$ cat src/rtl/mon_sopc_ram_loader.sv
// Byte-stream loader for the SOPC RAM: packs bytes little-endian into 32-bit words, writes them
// from a base word address, then optionally reads the region back and checks the additive sum.
module mon_sopc_ram_loader #(
  parameter int DEPTH  = 5120,
  parameter int ADDR_W = 13,
  parameter bit VERIFY = 1'b1
) (
  input  logic              clk,
  input  logic              reset_n,
  input  logic              start,
  input  logic [ADDR_W-1:0] base_addr,
  input  logic [14:0]       byte_count,
  input  logic [7:0]        s_data,
  input  logic              s_valid,
  output logic              s_ready,
  output logic [ADDR_W-1:0] address,
  output logic [3:0]        byteenable,
  output logic              chipselect,
  output logic              write,
  output logic [31:0]       writedata,
  input  logic [31:0]       readdata,
  output logic              busy,
  output logic              done,
  output logic              err_range,
  output logic              err_verify,
  output logic [31:0]       checksum
);
  typedef enum logic [2:0] {S_IDLE, S_FILL, S_WRITE, S_VERIFY, S_DRAIN, S_DONE} state_e;

  state_e            state_q, state_d;
  logic [ADDR_W-1:0] waddr_q, waddr_d, base_q, base_d, address_q, address_d;
  logic [14:0]       left_q, left_d;
  logic [15:0]       nwords_q, nwords_d, vleft_q, vleft_d;
  logic [1:0]        lane_q, lane_d;
  logic [31:0]       pack_q, pack_d, vsum_q, vsum_d, wdata_q, wdata_d, sum_q, sum_d;
  logic [3:0]        last_be_q, last_be_d, be_q, be_d;
  logic              rd_pend_q, rd_pend_d, rd_last_q, rd_last_d;
  logic              s_ready_q, s_ready_d, cs_q, cs_d, wr_q, wr_d, busy_q, busy_d, done_q, done_d;
  logic              err_range_q, err_range_d, err_verify_q, err_verify_d;

  logic [15:0] nwords;
  logic        out_of_range;
  logic [3:0]  cnt_be, fill_be;
  logic [31:0] pack_new, rmask, vsum_next;

  assign nwords       = ({1'b0, byte_count} + 16'd3) >> 2;
  assign out_of_range = (16'(base_addr) + nwords) > 16'(DEPTH);
  assign cnt_be       = (byte_count[1:0] == 2'd0) ? 4'hF : 4'((5'd1 << byte_count[1:0]) - 5'd1);
  assign fill_be      = 4'((5'd2 << lane_q) - 5'd1);
  assign pack_new     = pack_q | (32'(s_data) << {lane_q, 3'b000});
  // Only the final word of the region can carry lanes that were never written.
  assign rmask        = rd_last_q ? {{8{last_be_q[3]}}, {8{last_be_q[2]}}, {8{last_be_q[1]}}, {8{last_be_q[0]}}}
                                  : 32'hFFFF_FFFF;
  assign vsum_next    = vsum_q + (readdata & rmask);

  always_comb begin
    state_d      = state_q;
    waddr_d      = waddr_q;
    base_d       = base_q;
    address_d    = address_q;
    left_d       = left_q;
    nwords_d     = nwords_q;
    vleft_d      = vleft_q;
    lane_d       = lane_q;
    pack_d       = pack_q;
    vsum_d       = vsum_q;
    wdata_d      = wdata_q;
    sum_d        = sum_q;
    last_be_d    = last_be_q;
    be_d         = be_q;
    rd_pend_d    = rd_pend_q;
    rd_last_d    = rd_last_q;
    s_ready_d    = s_ready_q;
    cs_d         = cs_q;
    wr_d         = wr_q;
    done_d       = 1'b0;
    err_range_d  = err_range_q;
    err_verify_d = err_verify_q;
    unique case (state_q)
      S_IDLE: if (start) begin
        err_range_d  = 1'b0;
        err_verify_d = 1'b0;
        sum_d        = '0;
        base_d       = base_addr;
        waddr_d      = base_addr;
        left_d       = byte_count;
        nwords_d     = nwords;
        last_be_d    = cnt_be;
        lane_d       = '0;
        pack_d       = '0;
        if (byte_count == 15'd0) begin
          state_d = S_DONE;
          done_d  = 1'b1;
        end else if (out_of_range) begin
          state_d     = S_DONE;
          done_d      = 1'b1;
          err_range_d = 1'b1;
        end else begin
          state_d   = S_FILL;
          s_ready_d = 1'b1;
        end
      end
      S_FILL: if (s_valid && s_ready_q) begin
        left_d = left_q - 15'd1;
        if (lane_q == 2'd3 || left_q == 15'd1) begin
          state_d   = S_WRITE;
          s_ready_d = 1'b0;
          cs_d      = 1'b1;
          wr_d      = 1'b1;
          address_d = waddr_q;
          wdata_d   = pack_new;
          be_d      = fill_be;
          pack_d    = '0;
          lane_d    = '0;
        end else begin
          pack_d = pack_new;
          lane_d = lane_q + 2'd1;
        end
      end
      S_WRITE: begin
        sum_d   = sum_q + wdata_q;
        waddr_d = waddr_q + ADDR_W'(1);
        cs_d    = 1'b0;
        wr_d    = 1'b0;
        be_d    = 4'h0;
        if (left_q != 15'd0) begin
          state_d   = S_FILL;
          s_ready_d = 1'b1;
        end else if (VERIFY) begin
          state_d   = S_VERIFY;
          cs_d      = 1'b1;
          be_d      = 4'hF;
          address_d = base_q;
          vleft_d   = nwords_q - 16'd1;
          vsum_d    = '0;
          rd_pend_d = 1'b0;
          rd_last_d = 1'b0;
        end else begin
          state_d = S_DONE;
          done_d  = 1'b1;
        end
      end
      S_VERIFY: begin
        // Data for the address issued last cycle arrives now; the first cycle has none pending.
        if (rd_pend_q) vsum_d = vsum_next;
        rd_pend_d = 1'b1;
        if (vleft_q == 16'd0) begin
          state_d   = S_DRAIN;
          cs_d      = 1'b0;
          be_d      = 4'h0;
          rd_last_d = 1'b1;
        end else begin
          address_d = address_q + ADDR_W'(1);
          vleft_d   = vleft_q - 16'd1;
        end
      end
      S_DRAIN: begin
        err_verify_d = (vsum_next != sum_q);
        vsum_d       = vsum_next;
        rd_pend_d    = 1'b0;
        rd_last_d    = 1'b0;
        state_d      = S_DONE;
        done_d       = 1'b1;
      end
      S_DONE: state_d = S_IDLE;
      default: state_d = S_IDLE;
    endcase
    busy_d = (state_d != S_IDLE) && (state_d != S_DONE);
  end

  always_ff @(posedge clk or negedge reset_n) begin
    if (!reset_n) begin
      state_q      <= S_IDLE;
      waddr_q      <= '0;
      base_q       <= '0;
      address_q    <= '0;
      left_q       <= '0;
      nwords_q     <= '0;
      vleft_q      <= '0;
      lane_q       <= '0;
      pack_q       <= '0;
      vsum_q       <= '0;
      wdata_q      <= '0;
      sum_q        <= '0;
      last_be_q    <= '0;
      be_q         <= '0;
      rd_pend_q    <= 1'b0;
      rd_last_q    <= 1'b0;
      s_ready_q    <= 1'b0;
      cs_q         <= 1'b0;
      wr_q         <= 1'b0;
      busy_q       <= 1'b0;
      done_q       <= 1'b0;
      err_range_q  <= 1'b0;
      err_verify_q <= 1'b0;
    end else begin
      state_q      <= state_d;
      waddr_q      <= waddr_d;
      base_q       <= base_d;
      address_q    <= address_d;
      left_q       <= left_d;
      nwords_q     <= nwords_d;
      vleft_q      <= vleft_d;
      lane_q       <= lane_d;
      pack_q       <= pack_d;
      vsum_q       <= vsum_d;
      wdata_q      <= wdata_d;
      sum_q        <= sum_d;
      last_be_q    <= last_be_d;
      be_q         <= be_d;
      rd_pend_q    <= rd_pend_d;
      rd_last_q    <= rd_last_d;
      s_ready_q    <= s_ready_d;
      cs_q         <= cs_d;
      wr_q         <= wr_d;
      busy_q       <= busy_d;
      done_q       <= done_d;
      err_range_q  <= err_range_d;
      err_verify_q <= err_verify_d;
    end
  end

  assign s_ready    = s_ready_q;
  assign address    = address_q;
  assign byteenable = be_q;
  assign chipselect = cs_q;
  assign write      = wr_q;
  assign writedata  = wdata_q;
  assign busy       = busy_q;
  assign done       = done_q;
  assign err_range  = err_range_q;
  assign err_verify = err_verify_q;
  assign checksum   = sum_q;
endmodule

$ cat config.mk
export PLATFORM = sky130hd
export DESIGN_NAME = mon_sopc_ram_loader
export DESIGN_NICKNAME = d
export VERILOG_FILES = /design/src/rtl/mon_sopc_ram_loader.sv
export SDC_FILE = /design/constraint.sdc
export NUM_CORES = 1
export LEC_CHECK = 0
export BUFFER_PORTS_ARGS = -buffer_cell sky130_fd_sc_hd__buf_2
export CORE_ASPECT_RATIO = 0.5
export CORE_MARGIN = 4
export CORE_UTILIZATION = 35
export CTS_CLUSTER_DIAMETER = 100
export CTS_CLUSTER_SIZE = 16
export DETAILED_ROUTE_END_ITERATION = 8
export PLACE_DENSITY = 0.56
export SETUP_SLACK_MARGIN = 0.3
export SLEW_MARGIN = 10
export SYNTH_ARGS = -nofsm -noshare
export SYNTH_HDL_FRONTEND = slang
export SYNTH_SLANG_ARGS = --single-unit
$ cat constraint.sdc
create_clock -name clk -period 4 [get_ports clk]
set_input_delay 0.4 -clock clk [delete_from_list [all_inputs] [get_ports clk]]
set_output_delay 0.4 -clock clk [all_outputs]
set_load 0.01 [all_outputs]
==> impl_metrics.tcl <==
set metrics [dict create \
    status "completed" \
    finalNonFillerCells 2571 \
    die_h_um 156 \
    fin_crit_ns 3.89 \
    track_usage 0.198 \
    grt_max_degree 111 \
    path_depth 15 \
    netlist_instances 1818 \
    yosysSeqAreaShare 0.378 \
    clockBufferDepth 3 \
    final.fill_count 4441 \
    rr_startpoint "rd_last_q" \
    min_path_type "in2reg" \
    drc 0 \
    arrival_ns 4.27 \
    fp-row-count 54 \
    finalHoldViolations 0 \
    place_congestion 0.925 \
    nets 2142 \
    slowest_delay_ns 0.43 \
    num_vias 13972 \
    end_kind "flip-flop" \
    power_density_nw_per_um2 858 \
    timing.rr.end "err_verify" \
    leakagePower_nw 8.30 \
    firstDrtPassIters 5 \
    dp_hpwl_um 36700 \
    worst_hold_slack_ns 0.164 \
    max_freq_mhz 257 \
    r2r_cells 15 \
    maxCapViolCount 0 \
    yosys.area.top_type_share 0.378 \
    grt_antenna_before_repair 2 \
    clkSinkCount 233 \
    wl_per_cell_um 18.9 \
    reg2reg_slack_ns 0.11 \
    cts_buffers 18 \
    vdd_ir_drop_max_mv 0.292 \
    yosys.area.top_type "dfrtp_1" \
    drv_slew 0 \
    synth_cell_types 79 \
    syn_area_um2 15400 \
    yosys_warnings 0 \
    synth.avg_cell_area_um2 8.48 \
    setup_viol 0 \
    startpoint "rd_last_q" \
    period_share 0.973 \
    ff_latch_area_um2 5830 \
    synth_edf_count 0 \
    die_w_um 305 \
    fin_util 0.412 \
    cpMostUsedCell "nor4_2" \
    path_buf_inv 1 \
    gr-total-overflow 0 \
    tightest_slew_ns 1.08 \
    cp.required_ns 4.38 \
    postSynth.asyncResetShare 1.00 \
    critPathMaxFanout 7 \
    start_kind "flip-flop" \
    htreeDepth 1 \
    clockRootBuffer "clkbuf_16" \
    clock_skew_ns 0.00995 \
    yosys_register_bits 233 \
    port_buffers 159 \
    drt_iter0_markers 962 \
    slew_headroom 0.271 \
    multi_input_area_um2 9320 \
    clk_latency_ns 0.51 \
    clk_pin_slew_worst_paths_ns 0.08 \
    cp_top_family "simple AND/OR/NAND/NOR gates" \
    rsz0062_at_grt "yes" \
    cts_tree "built" \
    routed_via_density 5.43 \
    worstPathCellList "buf_4, nand2b_1, and2_1, ha_1, a21oi_1, o21ai_0, a22oi_1, nand4_1, a2111o_1, nor4_2, nand4b_1, nor4_2, nand4_1, nor4_2, a31oi_1" \
    synth_flop_cell "dfrtp_1" \
    grt_pass1_wl_um 75500 \
    drive_gt1_frac 0.154 \
    crit_end "err_verify" \
    dp.cells 2541 \
    routed_wl_um 48600 \
    syn2layout_area_growth_pct 16.3 \
    final_cell_mix "dfrtp_1 (232), nand2_1 (212), a21oi_1 (191)" \
    crit_slowest_cell "dfrtp_2" \
    mostFrequentLayoutCell "dfrtp_1" \
    yosys-top-cells-area "dfrtp_1 (38%), ha_1 (7.1%), a21oi_1 (6.3%)" \
    ios 160 \
    drtAntennaViolNets 0 \
    dieArea_um2 47700 \
    worstSetupPathType "reg2reg" \
    core_um2 43500 \
    initial_utilization 0.354 \
    synthesis.nets 1980 \
    grt_pass1_vias 13068 \
]
-- metrics by stage --
stage / instance area (um^2) / worst slack, ns / total power, mW / setup TNS (ns)
floorplan: 15400 / 0.426 / 10.5 / 0
global placement: 17100 / -0.0344 / 13.3 / -0.0344
detailed placement: 17100 / 0.0609 / 13.3 / 0
CTS: 17700 / 0.222 / 15.3 / 0
global route: 17900 / -0.0141 / 16.7 / -0.0141
finish: 17900 / 0.110 / 15.4 / 0
-- how the worst min path moves through the flow --
stage / cells past startpoint / from / endpoint / slack (ns)
after floorplan: 0 / reset_n / address[0] / 0.10
after global placement: 1 / last_be_q[0] / last_be_q[0] / 0.45
after detailed placement: 1 / last_be_q[0] / last_be_q[0] / 0.45
after CTS: 3 / base_addr[9] / base_q[9] / 0.14
after global routing: 3 / base_addr[3] / base_q[3] / 0.15
final: 3 / base_addr[10] / base_q[10] / 0.16
-- synthesized netlist by cell type (all sizes together) (5+ instances only) --
master and instances:
nand2b 25, or4 5, o21bai 7, mux2i 5
o21ai 155, nor2b 11, and3 19, o21a 13
a22o 52, xor2 58, nand3b 7, a221oi 5
and2 36, o22ai 11, o31ai 8, nor4 15
a31oi 23, inv 36, dfrtp 233, nand3 70
o2111ai 5, a21oi 195, a22oi 6, ha 87
or3 6, clkbuf 61, buf 28, xnor2 59
nor2 155, a21o 38, nand2 213, nor3b 18
nand4 15, a211oi 17, nor3 48, or2 7
-- power by group --
group | internal [mW] | total [mW] | switching [mW]
clock network | 0.911 | 1.78 | 0.868
logic | 3.78 | 9.02 | 5.24
registers | 3.43 | 4.58 | 1.15
-- area by class of cell --
cell class              instances  share of cell area
flip-flops and latches        233               0.325
repair buffers                231              0.0773
well taps                     588              0.0410
inverters                      36             0.00754
clock buffers                  19              0.0265
clock inverters                 2             0.00195
multi-input cells            1460               0.520
diodes                          2            0.000279
-- flip-flops by register name, indices dropped and copies added, names as in the netlist, 13 cells and up --
| register | cells |
|---|---|
| checksum | 32 |
| nwords_q | 14 |
| writedata | 32 |
| left_q | 15 |
| vsum_q | 32 |
| address | 13 |
| pack_q | 32 |
| waddr_q | 13 |
| vleft_q | 16 |
| base_q | 13 |
-- worst min-delay path, cell delays in order --
cell and delay, ns:
buf_2 0.13, nand2_1 0.06, nand2_1 0.04
-- layer usage --
| layer | up-vias | part of all wire | GRT usage |
|---|---|---|---|
| li1 | 6904 | - | - |
| met5 | - | 0.00014 | 0 |
| met1 | 6751 | 0.46 | 0.270 |
| met3 | 41 | 0.037 | 0.0241 |
| met2 | 274 | 0.49 | 0.346 |
| met4 | 2 | 0.013 | 0.0320 |
-- timing repair --
item | CTS | global route
buffers inserted | 2 | 4
gates resized for setup | 17 | 26
hold endpoints to repair | 12 | 0
cloned | 0 | 0
pin swaps | 7 | 15
hold buffers | 1 | 0
endpoints found under the setup margin | 2 | 22
-- cells by family after synthesis --
| group | count (synthesis) | share of synthesized area |
|---|---|---|
| flops | 233 | 0.378 |
| fa+ha+maj | 90 | 0.0745 |
| buf+inv | 125 | 0.0327 |
| xor+xnor | 119 | 0.0694 |
| compound gates | 582 | 0.236 |
| simple gates | 663 | 0.206 |
| mux | 6 | 0.00398 |
No activity file was read; power rests on OpenSTA's default activity.
